==> config.mk <==
export PLATFORM = sky130hd
export DESIGN_NAME = mul_share_arbiter
export DESIGN_NICKNAME = d
export VERILOG_FILES = /design/src/rtl/mul_pkg.sv /design/src/rtl/DaddaMUL.sv /design/src/rtl/rr_arbiter.sv /design/src/rtl/mul_share_arbiter.sv
export SDC_FILE = /design/constraint.sdc
export NUM_CORES = 1
export LEC_CHECK = 0
export BUFFER_PORTS_ARGS = -buffer_cell sky130_fd_sc_hd__buf_4
export CORE_UTILIZATION = 50
export DETAILED_ROUTE_END_ITERATION = 7
export PLACE_DENSITY_LB_ADDON = 0.15
export SYNTH_ARGS = -nofsm -noshare
export SYNTH_HDL_FRONTEND = slang
export SYNTH_HIERARCHICAL = 1
export SYNTH_SLANG_ARGS = --single-unit
==> constraint.sdc <==
create_clock -name clk -period 9.92 [get_ports clk]
set_input_delay 0.992 -clock clk [delete_from_list [all_inputs] [get_ports clk]]
set_output_delay 0.992 -clock clk [all_outputs]
set_load 0.02 [all_outputs]
==> src/rtl/mul_pkg.sv <==
// Shared types and widths for the time-shared multiplier front end.
package mul_pkg;

    localparam int unsigned MUL_DW = 8;
    localparam int unsigned MUL_PW = 16;
    localparam int unsigned CNT_W  = 16;

    typedef enum logic [1:0] {
        ST_IDLE = 2'd0,
        ST_CALC = 2'd1,
        ST_HOLD = 2'd2
    } state_e;

    typedef struct packed {
        logic [MUL_DW-1:0] a;
        logic [MUL_DW-1:0] b;
    } mul_op_t;

endpackage

==> src/rtl/DaddaMUL.sv <==
// Combinational unsigned 8x8 multiplier shared by the arbiter front end.
module DaddaMUL (
    input  logic [7:0]  A,
    input  logic [7:0]  B,
    output logic [15:0] Result
);

    assign Result = 16'(A) * 16'(B);

endmodule

==> src/rtl/rr_arbiter.sv <==
// Combinational round-robin arbiter; search starts one past the last winner.
module rr_arbiter #(
    parameter int unsigned NREQ = 2,
    parameter int unsigned IDW  = 2
) (
    input  logic [NREQ-1:0] req,
    input  logic [IDW-1:0]  last,
    output logic [NREQ-1:0] gnt,
    output logic [IDW-1:0]  gnt_id,
    output logic            any
);

    int unsigned idx;

    always_comb begin
        gnt    = '0;
        gnt_id = '0;
        any    = 1'b0;
        idx    = 0;
        for (int unsigned k = 1; k <= NREQ; k++) begin
            idx = (32'(last) + k) % NREQ;
            // Only the first requester found in rotated order may win.
            for (int unsigned i = 0; i < NREQ; i++) begin
                if (!any && (i == idx) && req[i]) begin
                    any    = 1'b1;
                    gnt[i] = 1'b1;
                    gnt_id = IDW'(i);
                end
            end
        end
    end

endmodule

==> src/rtl/mul_share_arbiter.sv <==
// Time-shares one combinational 8x8 multiplier between NREQ valid/ready
// requesters; one tagged 16-bit response channel with a handshake counter.
module mul_share_arbiter
    import mul_pkg::*;
#(
    parameter int unsigned NREQ = 2,
    parameter int unsigned IDW  = 2
) (
    input  logic                     clk,
    input  logic                     rst_n,
    input  logic [NREQ-1:0]          req_valid,
    output logic [NREQ-1:0]          req_ready,
    input  logic [NREQ*MUL_DW-1:0]   req_a,
    input  logic [NREQ*MUL_DW-1:0]   req_b,
    output logic                     rsp_valid,
    input  logic                     rsp_ready,
    output logic [IDW-1:0]           rsp_id,
    output logic [MUL_PW-1:0]        rsp_result,
    output logic [CNT_W-1:0]         ops_done
);

    state_e             state_q, state_d;
    logic [IDW-1:0]     last_q;
    logic [IDW-1:0]     id_q;
    mul_op_t            op_q;
    logic               rsp_valid_q;
    logic [IDW-1:0]     rsp_id_q;
    logic [MUL_PW-1:0]  rsp_result_q;
    logic [CNT_W-1:0]   ops_q;

    logic [NREQ-1:0]    gnt;
    logic [IDW-1:0]     gnt_id;
    logic               any;
    logic               accept;
    logic               req_hs;
    logic               rsp_hs;
    mul_op_t            op_sel;
    logic [MUL_PW-1:0]  prod;

    rr_arbiter #(.NREQ(NREQ), .IDW(IDW)) u_arb (
        .req    (req_valid),
        .last   (last_q),
        .gnt    (gnt),
        .gnt_id (gnt_id),
        .any    (any)
    );

    DaddaMUL u_mul (
        .A      (op_q.a),
        .B      (op_q.b),
        .Result (prod)
    );

    // State register.
    always_ff @(posedge clk or negedge rst_n) begin
        if (!rst_n) state_q <= ST_IDLE;
        else        state_q <= state_d;
    end

    // Next-state logic.
    always_comb begin
        state_d = state_q;
        unique case (state_q)
            ST_IDLE: if (req_hs) state_d = ST_CALC;
            ST_CALC: state_d = ST_HOLD;
            ST_HOLD: if (rsp_hs) state_d = req_hs ? ST_CALC : ST_IDLE;
            default: state_d = ST_IDLE;
        endcase
    end

    // Handshake decode; a new request may ride on the response handshake.
    always_comb begin
        accept = 1'b0;
        unique case (state_q)
            ST_IDLE: accept = 1'b1;
            ST_HOLD: accept = rsp_ready;
            default: accept = 1'b0;
        endcase
        req_hs = accept & any;
        rsp_hs = (state_q == ST_HOLD) & rsp_ready;
    end

    // One-hot operand mux from the granted requester.
    always_comb begin
        op_sel = '0;
        for (int unsigned i = 0; i < NREQ; i++) begin
            if (gnt[i]) begin
                op_sel.a = req_a[i*MUL_DW +: MUL_DW];
                op_sel.b = req_b[i*MUL_DW +: MUL_DW];
            end
        end
    end

    assign req_ready = gnt & {NREQ{accept}};

    // Operand capture, response register and completion counter.
    always_ff @(posedge clk or negedge rst_n) begin
        if (!rst_n) begin
            op_q         <= '0;
            id_q         <= '0;
            last_q       <= IDW'(NREQ - 1);
            rsp_valid_q  <= 1'b0;
            rsp_id_q     <= '0;
            rsp_result_q <= '0;
            ops_q        <= '0;
        end else begin
            if (req_hs) begin
                op_q   <= op_sel;
                id_q   <= gnt_id;
                last_q <= gnt_id;
            end
            if (state_q == ST_CALC) begin
                rsp_valid_q  <= 1'b1;
                rsp_result_q <= prod;
                rsp_id_q     <= id_q;
            end else if (rsp_hs) begin
                rsp_valid_q <= 1'b0;
                ops_q       <= ops_q + 16'd1;
            end
        end
    end

    assign rsp_valid  = rsp_valid_q;
    assign rsp_id     = rsp_id_q;
    assign rsp_result = rsp_result_q;
    assign ops_done   = ops_q;

endmodule

Word-level counts from Yosys, hierarchy flattened --
Cells that the tools add are included.
Operators by class: $add $sub $neg 3, multipliers 1, equality and inequality tests 4, multiplexer cells 19, bitwise logic cells 4, reductions and logical operators 16
Operator list (number):
- 32-bit logical NOT | 2
- 16-bit two-way mux | 2
- 16-bit by 1-bit adder with 16-bit output, second input constant | 1
- 8-bit by 8-bit multiplier with 16-bit output | 1
- 1-bit two-way mux | 13
- 1-bit logical AND | 7
- 2-bit case mux with 3 select lines | 1
- 2-bit two-way mux | 2
- 2-bit inequality test, second input constant | 2
- 2-bit AND reduction | 2
- 1-bit logical NOT | 3
- 1-bit adder, second input constant | 2
- 1-bit AND | 2
- 2-bit AND | 1
- 2-bit by 1-bit == test with 1-bit output, second input constant | 1
- 2-bit == test, second input constant | 1
- 2-bit logical NOT | 1
- 1-bit case mux with 2 select lines | 1
- 2-bit nonzero test | 1
- 1-bit inverter | 1
Word-level totals: flip-flop bits (word level) 54, output and inout port bits 37, logic and storage cells 56

Depth between registers and ports, before layout --
Gate-level depths: netlist of run 1.
word-level depth 20, gate-level depth with buffers 16, depth with buffers taken out 16

Hierarchy --
Netlist of run 1, hierarchy kept.
By module, submodules not included:
- mul_share_arbiter | times used 1, cells an instance 189, area an instance 2362.3 um^2, seq. area each 1402.6 um^2
- DaddaMUL | times used 1, cells an instance 260, area an instance 2203.4 um^2, seq. area each 0.0 um^2
- rr_arbiter | times used 1, cells an instance 7, area an instance 43.8 um^2, seq. area each 0.0 um^2

Worst setup path after synthesis of run 1 --
No wires, ideal clock.
path kind register to register, start point reg op_q[4] (netlist bit), end point reg rsp_result_q[10], in the netlist rsp_result[10], arrival 4160 ps, setup slack 5635 ps, cell stages (with the launch flop) 17, buffers on the path 0, cells stage by stage dfrtp_1 > and2_1 > fa_1 > inv_1 > fa_1 > inv_1 > fa_1 > inv_1 > fa_1 > inv_1 > ha_1 > a21oi_1 > nand2_1 > or2_2 > a31oi_1 > xnor2_1 > mux2_2
On the way: longest elaborated chain between the ends 1
RTL lines:
- start, declared | RTL line mul_share_arbiter.sv:25 | mul_op_t op_q;
- start signal, assigned | RTL line mul_share_arbiter.sv:108 | op_q <= op_sel;
- 8-bit by 8-bit multiplier with 16-bit output | RTL line DaddaMUL.sv:8 | assign Result = 16'(A) * 16'(B);
- via prod[10] | RTL line mul_share_arbiter.sv:38 | logic [MUL_PW-1:0] prod;
- end signal, assigned | RTL line mul_share_arbiter.sv:114 | rsp_result_q <= prod;
- end, declared | RTL line mul_share_arbiter.sv:28 | logic [MUL_PW-1:0] rsp_result_q;
The timed path passes the listed nets, and every way through them passes these cells. A chain may end at the register's enable or synchronous reset.

Worst setup path after layout of run 1 --
start point reg op_q[11] (netlist bit), end point reg rsp_result_q[13], in the netlist rsp_result[13]
The elaborated chain is that of the path after synthesis.

==> results.yml, run 1 <==
sta:
  clock.fmax_ghz: 0.217
  rsz0062_at_grt: "false"
  setup_tns_ns: 0
  drv_slew: 0
  worst_slew_pin_slew_ns: 0.780
  worst_slew_margin_rel: 0.476
  final.min_clock_period_ns: 4.62
  period_share: 0.466
  setup_violations: 0
  fin_skew_ns: 0.0110
  hold_viol_final: 0
clocking:
  clk_path_buf_depth: 2
  cts_tree: "built"
  clk_latency_ns: 0.32
  cts-buffers-inserted: 5
  post_cts_buffers: 0
  cts_resized: 0
  cts_sinks: 56
  h-tree-depth: 2
  clk_pin_slew_ns: 0.11
  root_buffer: "clkbuf_8"
  postCtsHoldBufs: 0
synthesis:
  synth_top_area_cell: "dfrtp_1"
  synth_seq_cells: 56
  synth_seq_area_share: 0.304
  syn_nets: 566
  synth.distinct_cells: 50
  synthCells: 456
  synth_edf_count: 0
  synth-main-ff-cell: "dfrtp_1"
  netlist.area_leader.share: 0.299
  synth_area_um2: 4610
  avgSynthCellArea_um2: 10.1
  yosys-top-cells-area: "dfrtp_1, fa_1, ha_1, and2_1, mux2_2"
  yosysWarnings: 6
  async_flop_share: 1.00
setup_path:
  end_kind: "flip-flop"
  critical_path_class: "reg2reg"
  critPathBufInv: 4
  cp.required_ns: 10.14
  cpMaxStageDelayCell: "fa_1"
  crit_family: "adder cells"
  cp-start-kind: "flip-flop"
  cp_max_fo: 9
  arrival_ns: 4.84
  critPathMaxStageDelay_ns: 0.54
  path_cells: "and2_1, fa_1, inv_1, fa_1, inv_1, fa_1, inv_1, fa_1, inv_1, ha_1, o21a_1, o31a_4, o311ai_0, o311ai_0, mux2_2"
final_layout:
  nets: 638
  num_antenna_cells: 0
  final_common_cell: "buf_4"
  layout.cells.non_filler: 637
  areaGrowthSynthToFinish_pct: 16.1
  final_cell_mix: "buf_4, inv_1, dfrtp_1, and2_1, ha_1"
  drive_above_1_share: 0.221
routing:
  drc_errors: 4
  wl_um: 10600
  postRouteAntennaNets: 0
  first_pass_iters: 6
  avgRoutedWirePerCell_um: 16.6
  vias_per_cell: 5.43
  first_iter_violations: 240
  vias: 3456
floorplanning:
  die_x_um: 98.0
  die_height_um: 98.0
  rows: 34
  initial_core_util: 0.523
  io-pin-count: 74
  core_um2: 8810
  die_area_um2: 9610
outcome:
  violations: "design-rule violations"
  outcome: "complete, but fails checks"
global_route:
  grt_max_degree: 57
  grt_pass1_vias: 3628
  grt_pass1_wl_um: 17800
  grt_overflow_total: 0
  grtUsageTotal: 0.238
  antenna_found_initial: 0
min_path:
  hold_path.class: "reg2reg"
placement:
  portBuffers: 73
  dp.cells: 629
  place.gp.congestion: 0.912
  hpwl_um: 8220
job:
  cap_violations: 0
## state kept, by name (all words and copies together), names as in the netlist
signal and cells:
state_q 2, rsp_result 16, op_q 16, rsp_id 2, ops_done 16, last_q 2, id_q 1, rsp_valid 1
## per-layer routing
| metal | wire, um | share of wire | vias to the layer above | GRT usage |
|---|---|---|---|---|
| li1 | - | - | 1655 | - |
| met1 | 4750 | 0.45 | 1691 | 0.317 |
| met2 | 5060 | 0.48 | 89 | 0.388 |
| met3 | 526 | 0.050 | 21 | 0.0494 |
| met4 | 264 | 0.025 | 0 | 0.0781 |
| met5 | 0 | 0 | - | 0 |
## per-stage QoR
| stage | area [um2] | hold slack, ns | utilization | setup WS (ns) |
|---|---|---|---|---|
| floorplan | 4610 | 0.475 | - | 5.64 |
| global placement | 5240 | 0.466 | 0.595 | 5.47 |
| detailed placement | 5240 | 0.475 | 0.595 | 5.37 |
| CTS | 5350 | 0.490 | 0.608 | 5.36 |
| global route | 5350 | 0.507 | 0.608 | 5.00 |
| finish | 5350 | 0.491 | 0.608 | 5.30 |
## synth_stat cells, types with 4 or more instances
library cell	count
a21oi_1	28
inv_1	55
a22oi_1	15
nor3_1	8
nand3_1	7
and2_1	50
xnor2_1	17
o21ai_0	7
nor2_1	25
ha_1	37
fa_1	36
nand2_1	29
mux2_2	22
nand4_1	4
xor2_1	5
buf_4	4
dfrtp_1	55
## path summary, 6_finish.rpt
check / endpoint / startpoint / cells after the start / slack, ns
worst min register to register: ops_done[15] / ops_done[15] / 1 / 0.49
worst max register to register: rsp_result[13] / op_q[11] / 15 / 5.30
worst max-delay path: rsp_result[13] / op_q[11] / 15 / 5.30
worst min-delay path: ops_done[15] / ops_done[15] / 1 / 0.49
max in group asynchronous: op_q[8] / rst_n / 1 / 8.70
min in group asynchronous: ops_done[1] / rst_n / 1 / 0.72
## area by class of cell
class | instances | area (um2)
repair buffers | 76 | 571
inverters | 55 | 206
clock buffers | 6 | 72.6
well taps | 108 | 135
multi-input cells | 334 | 2930
fillers | 766 | 3450
clock inverters | 2 | 38.8
flip-flops and latches | 56 | 1400
## kinds of logic (layout without fill, tap and decap cells)
group,after synthesis,in the layout,share of synthesized area
AO/OA/AOI/OAI,72,72,0.106
XOR/XNOR,22,22,0.0418
adder cells (fa/ha/maj),73,73,0.257
buffers and inverters,66,139,0.0608
flip-flops,56,56,0.304
multiplexers,23,23,0.0559
other,1,1,0.000814
AND/OR/NAND/NOR,143,143,0.174
Power of run 1 is not shown: default switching activity piles up to over one toggle a cycle in this logic, so the estimate is an artifact.
==> run 2: changes to the inputs <==
==> constraint.sdc (replaced) <==
create_clock -name clk -period 4.02 [get_ports clk]
set_input_delay 0.402 -clock clk [delete_from_list [all_inputs] [get_ports clk]]
set_output_delay 0.402 -clock clk [all_outputs]
set_load 0.02 [all_outputs]
==> run 2 against run 1 <==
  * The flow finishes with violations (design-rule violations, negative setup slack)
  * Design area is 8.6% higher
  * Critical path depth is 1 higher
  * Final cell count is 6.0% higher
  * Core utilization is 5.2 points higher
  * First-iteration DRC count is 39% lower
  * Count of clock-buffer cells in the layout is 1 lower
  * Non-clock buffer count is 38 higher
  * Wire length is 9.2% lower
  * Critical path type unchanged
  * Highest routed layer unchanged
==> results.yml, run 2 (same netlist as run 1, synthesis figures left out) <==
routing:
  drc_errors: 1
  vias: 3551
  first_pass_iters: 6
  vias_per_cell: 5.26
  postRouteAntennaNets: 0
  avgRoutedWirePerCell_um: 14.2
  wl_um: 9620
  first_iter_violations: 146
clocking:
  postCtsHoldBufs: 0
  h-tree-depth: 2
  clk_pin_slew_ns: 0.11
  root_buffer: "clkbuf_8"
  cts_tree: "built"
  clk_latency_ns: 0.32
  cts-buffers-inserted: 5
  clk_path_buf_depth: 2
  cts_sinks: 56
setup_path:
  r2r_slack_ns: -0.11
  cp-start-kind: "flip-flop"
  r2r_end: "rsp_result[15]"
  crit_path_start: "op_q[11]"
  critical_path_class: "reg2reg"
  end_kind: "flip-flop"
  cp_max_fo: 7
  critPathMaxStageDelay_ns: 0.52
  arrival_ns: 4.35
  path_cells: "and2_4, fa_1, inv_1, fa_1, inv_1, fa_1, inv_1, fa_1, inv_2, ha_4, o21a_1, o31a_4, o311ai_4, mux2i_1, nor3_1, mux2_4"
  crit_path_frequent_cell: "fa_1"
  critPathBufInv: 4
  cpMaxStageDelayCell: "fa_1"
  r2r_start: "op_q[11]"
  cp.required_ns: 4.24
  crit_family: "adder cells"
  rr_worst_depth: 16
sta:
  rsz0062_at_grt: "true"
  worst_slew_margin_rel: 0.420
  worst_slew_pin_slew_ns: 0.868
  setup_ws_ns: -0.111
  setup_violations: 8
  hold_viol_final: 0
  drv_slew: 0
  setup_tns_ns: -0.413
  clock.fmax_ghz: 0.242
  period_share: 1.03
  final.min_clock_period_ns: 4.13
  fin_skew_ns: 0.0115
final_layout:
  final_common_cell: "buf_4"
  fillCellCount: 717
  drive_above_1_share: 0.332
  areaGrowthSynthToFinish_pct: 26.1
  num_antenna_cells: 0
  final_cell_mix: "buf_4, inv_1, dfrtp_1, and2_1, fa_1"
  nets: 676
outcome:
  outcome: "complete, but fails checks"
  violations: "design-rule violations, negative setup slack"
placement:
  hpwl_um: 7550
  portBuffers: 73
  place.gp.congestion: 0.840
min_path:
  hold_path.class: "in2async"
floorplanning:
  die_height_um: 98.0
  initial_core_util: 0.523
  die_x_um: 98.0
  rows: 34
  die_area_um2: 9610
  core_um2: 8810
  io-pin-count: 74
global_route:
  grt_pass1_wl_um: 16700
  grt_overflow_total: 0
  grt_max_degree: 57
  antenna_found_initial: 0
  grt_pass1_vias: 3647
  grtUsageTotal: 0.214
job:
  cap_violations: 0
run 2: worst max-delay path by stage:
stage                           endpoint  slack [ns]  cells past startpoint
after floorplan           rsp_result[15]      -0.006                     16
after global routing      rsp_result[15]       -0.26                     16
after CTS                 rsp_result[15]       -0.10                     16
after detailed placement  rsp_result[15]       -0.20                     14
after global placement    rsp_result[11]       -0.10                     16
final                     rsp_result[15]       -0.11                     16
run 2: layer usage:
metal / vias to the layer above / part of all wire / global-route usage
li1: 1741 / - / -
met1: 1718 / 0.47 / 0.293
met3: 10 / 0.036 / 0.0286
met2: 82 / 0.48 / 0.366
met5: - / 0 / 0
met4: 0 / 0.010 / 0.0396
run 2: per-stage QoR:
step                hold WS, ns   util  area (um2)  worst slack, ns  cells
floorplan                 0.106      -        4680         -0.00562    456
global placement          0.463  0.630        5550           -0.102    661
detailed placement        0.484  0.630        5550           -0.204    661
CTS                       0.151  0.658        5800           -0.104    675
global route              0.185  0.660        5810           -0.264    675
finish                   0.0984  0.660        5810           -0.111    675
run 2: layout make-up:
| type | instances | area, um2 | share of cell area |
|---|---|---|---|
| tap | 108 | 135 | 0.0233 |
| inverter | 55 | 206 | 0.0355 |
| multi-input combinational | 334 | 3090 | 0.531 |
| clock buffer | 5 | 68.8 | 0.0118 |
| sequential | 56 | 1410 | 0.242 |
| clock inverter | 3 | 46.3 | 0.00797 |
| timing repair buffer | 114 | 860 | 0.148 |
run 2: repair_timing:
| item | CTS | global route |
|---|---|---|
| pin swaps | 12 | 3 |
| resized for setup | 27 | 4 |
| buffers inserted | 6 | 1 |
| endpoints found under the setup margin | 6 | 9 |
run 2: worst reg2reg max path: cells and delay by family (launching register included):
kind	cells	cell delay, ns
muxes	2	0.49
AOI/OAI and AO/OA	3	0.47
and+or+nand+nor	2	0.25
buffers and inverters	4	0.19
DFF	1	0.47
adders and majority gates	5	2.18
Power of run 2 is left out for the same reason.
==> run 3: changes to the inputs <==
--- a/config.mk
+++ b/config.mk
@@ -9,6 +9,7 @@
 export CORE_UTILIZATION = 50
 export DETAILED_ROUTE_END_ITERATION = 7
 export PLACE_DENSITY_LB_ADDON = 0.15
+export SETUP_SLACK_MARGIN = 0.2
 export SYNTH_ARGS = -nofsm -noshare
 export SYNTH_HDL_FRONTEND = slang
 export SYNTH_HIERARCHICAL = 1
==> run 3 against run 2 <==
  * Largest cell class unchanged
  * The flow still finishes with violations (design-rule violations, negative setup slack)
  * Count of clock-buffer cells in the layout increased by 1
  * Critical path depth unchanged
  * Sequential share of layout area decreased by 0.30 points
  * Worst hold slack improved by 0.014 ns
  * Register-to-register slack about the same
  * Via count increased by 0.23%
  * Core utilization increased by 0.64 points
  * First-iteration DRC count decreased by 14%
  * Worst setup slack got worse by 0.012 ns
  * Design area increased by 0.97%
==> results.yml, run 3 (same netlist as run 1, synthesis figures left out) <==
floorplanning:
  core_um2: 8810
  io-pin-count: 74
  die_x_um: 98.0
  die_area_um2: 9610
  rows: 34
  die_height_um: 98.0
  initial_core_util: 0.523
sta:
  hold_viol_final: 0
  setup_violations: 7
  worst_slew_pin_slew_ns: 0.911
  worst_slew_margin_rel: 0.391
  drv_slew: 0
  rsz0062_at_grt: "true"
  setup_ws_ns: -0.123
  fin_skew_ns: 0.00362
  clock.fmax_ghz: 0.241
  period_share: 1.03
  final.min_clock_period_ns: 4.14
routing:
  postRouteAntennaNets: 0
  wl_um: 9700
  vias_per_cell: 5.23
  first_iter_violations: 125
  vias: 3559
  avgRoutedWirePerCell_um: 14.3
  first_pass_iters: 6
  drc_errors: 3
global_route:
  grt_pass1_vias: 3638
  grt_overflow_total: 0
  grt_max_degree: 57
  antenna_found_initial: 0
  grt_pass1_wl_um: 16900
  grtUsageTotal: 0.219
clocking:
  cts_sinks: 56
  root_buffer: "clkbuf_8"
  clk_latency_ns: 0.32
  clk_pin_slew_ns: 0.10
  cts_tree: "built"
  h-tree-depth: 2
  clk_path_buf_depth: 2
  cts-buffers-inserted: 5
final_layout:
  final_cell_mix: "buf_4, dfrtp_1, inv_1, and2_1, fa_1"
  drive_above_1_share: 0.336
  final_common_cell: "buf_4"
  layout.cells.non_filler: 680
  num_antenna_cells: 0
  nets: 681
  areaGrowthSynthToFinish_pct: 27.3
setup_path:
  cp.required_ns: 4.23
  critical_path_class: "reg2reg"
  crit_path_frequent_cell: "fa_1"
  path_cells: "and2_4, fa_1, inv_1, fa_1, inv_1, fa_1, inv_1, fa_1, inv_2, ha_4, o21a_1, o31a_4, o311ai_4, mux2i_1, nor3_1, mux2_4"
  cp-start-kind: "flip-flop"
  rr_worst_depth: 16
  r2r_slack_ns: -0.12
  critPathMaxStageDelay_ns: 0.53
  cp_max_fo: 5
  end_kind: "flip-flop"
  cpMaxStageDelayCell: "fa_1"
  r2r_end: "rsp_result[15]"
  arrival_ns: 4.35
  r2r_start: "op_q[4]"
placement:
  place.gp.congestion: 0.845
  dp.cells: 668
  hpwl_um: 7590
  portBuffers: 73
outcome:
  outcome: "complete, but fails checks"
  violations: "design-rule violations, negative setup slack"
min_path:
  hold_path.class: "in2async"
job:
  cap_violations: 0
## run 3: cell types whose count changed in the layout (fill, tap and decap cells not counted), sizes merged
| cell | delta |
|---|---|
| clkinv | -1 |
| clkbuf | +1 |
| buf | +5 |
## run 3: layout make-up
type / count / area (um2)
clock buffers: 6 / 72.6
clock inverters: 2 / 38.8
fillers: 691 / 2940
inverters: 55 / 206
multi-input cells: 334 / 3110
flip-flops and latches: 56 / 1410
well taps: 108 / 135
repair buffers: 119 / 905
## run 3: worst max-delay path, delay by kind of cell (launching register included)
kind            cells  cell delay, ns
mux                 2            0.52
compound gates      3            0.48
buf+inv             4            0.20
simple gates        2            0.23
fa+ha+maj           5            2.19
flops               1            0.44
## run 3: worst max path at each step
| stage | slack (ns) | cells past startpoint | end | from |
|---|---|---|---|---|
| 2_1_floorplan | -0.006 | 16 | rsp_result[15] | op_q[11] |
| 4_1_cts | -0.06 | 16 | rsp_result[15] | op_q[4] |
| 3_3_place_gp | -0.07 | 14 | rsp_result[13] | op_q[5] |
| 5_1_grt | -0.29 | 16 | rsp_result[15] | op_q[4] |
| 6_report | -0.12 | 16 | rsp_result[15] | op_q[4] |
| 3_5_place_dp | -0.14 | 13 | rsp_result[13] | op_q[4] |
## run 3: layer usage
metal | part of all wire | vias to the layer above | GRT usage | wire [um]
met3 | 0.033 | 14 | 0.0301 | 321
met5 | 0 | - | 0 | 0
met1 | 0.47 | 1719 | 0.297 | 4590
li1 | - | 1747 | - | -
met2 | 0.48 | 79 | 0.372 | 4660
met4 | 0.013 | 0 | 0.0513 | 130
## run 3: timing repair
action | in CTS | in global routing
gates cloned | 0 | 0
endpoints found under the setup margin | 9 | 9
buffers inserted | 3 | 1
pin swaps | 7 | 7
hold buffers | 0 | 0
resized for setup | 19 | 5
endpoints found under the hold margin | 0 | 0
## run 3: per-stage QoR
step           hold WS (ns)  setup TNS, ns  instance area, um2   util  setup WS [ns]
2_1_floorplan         0.106       -0.00562                4710      -       -0.00562
3_3_place_gp          0.462         -0.242                5640  0.640        -0.0725
3_5_place_dp          0.472         -0.542                5640  0.640         -0.140
4_1_cts               0.158         -0.221                5840  0.663        -0.0624
5_1_grt               0.193          -1.75                5870  0.666         -0.287
6_report              0.113         -0.339                5870  0.666         -0.123
Power of run 3 is left out for the same reason.
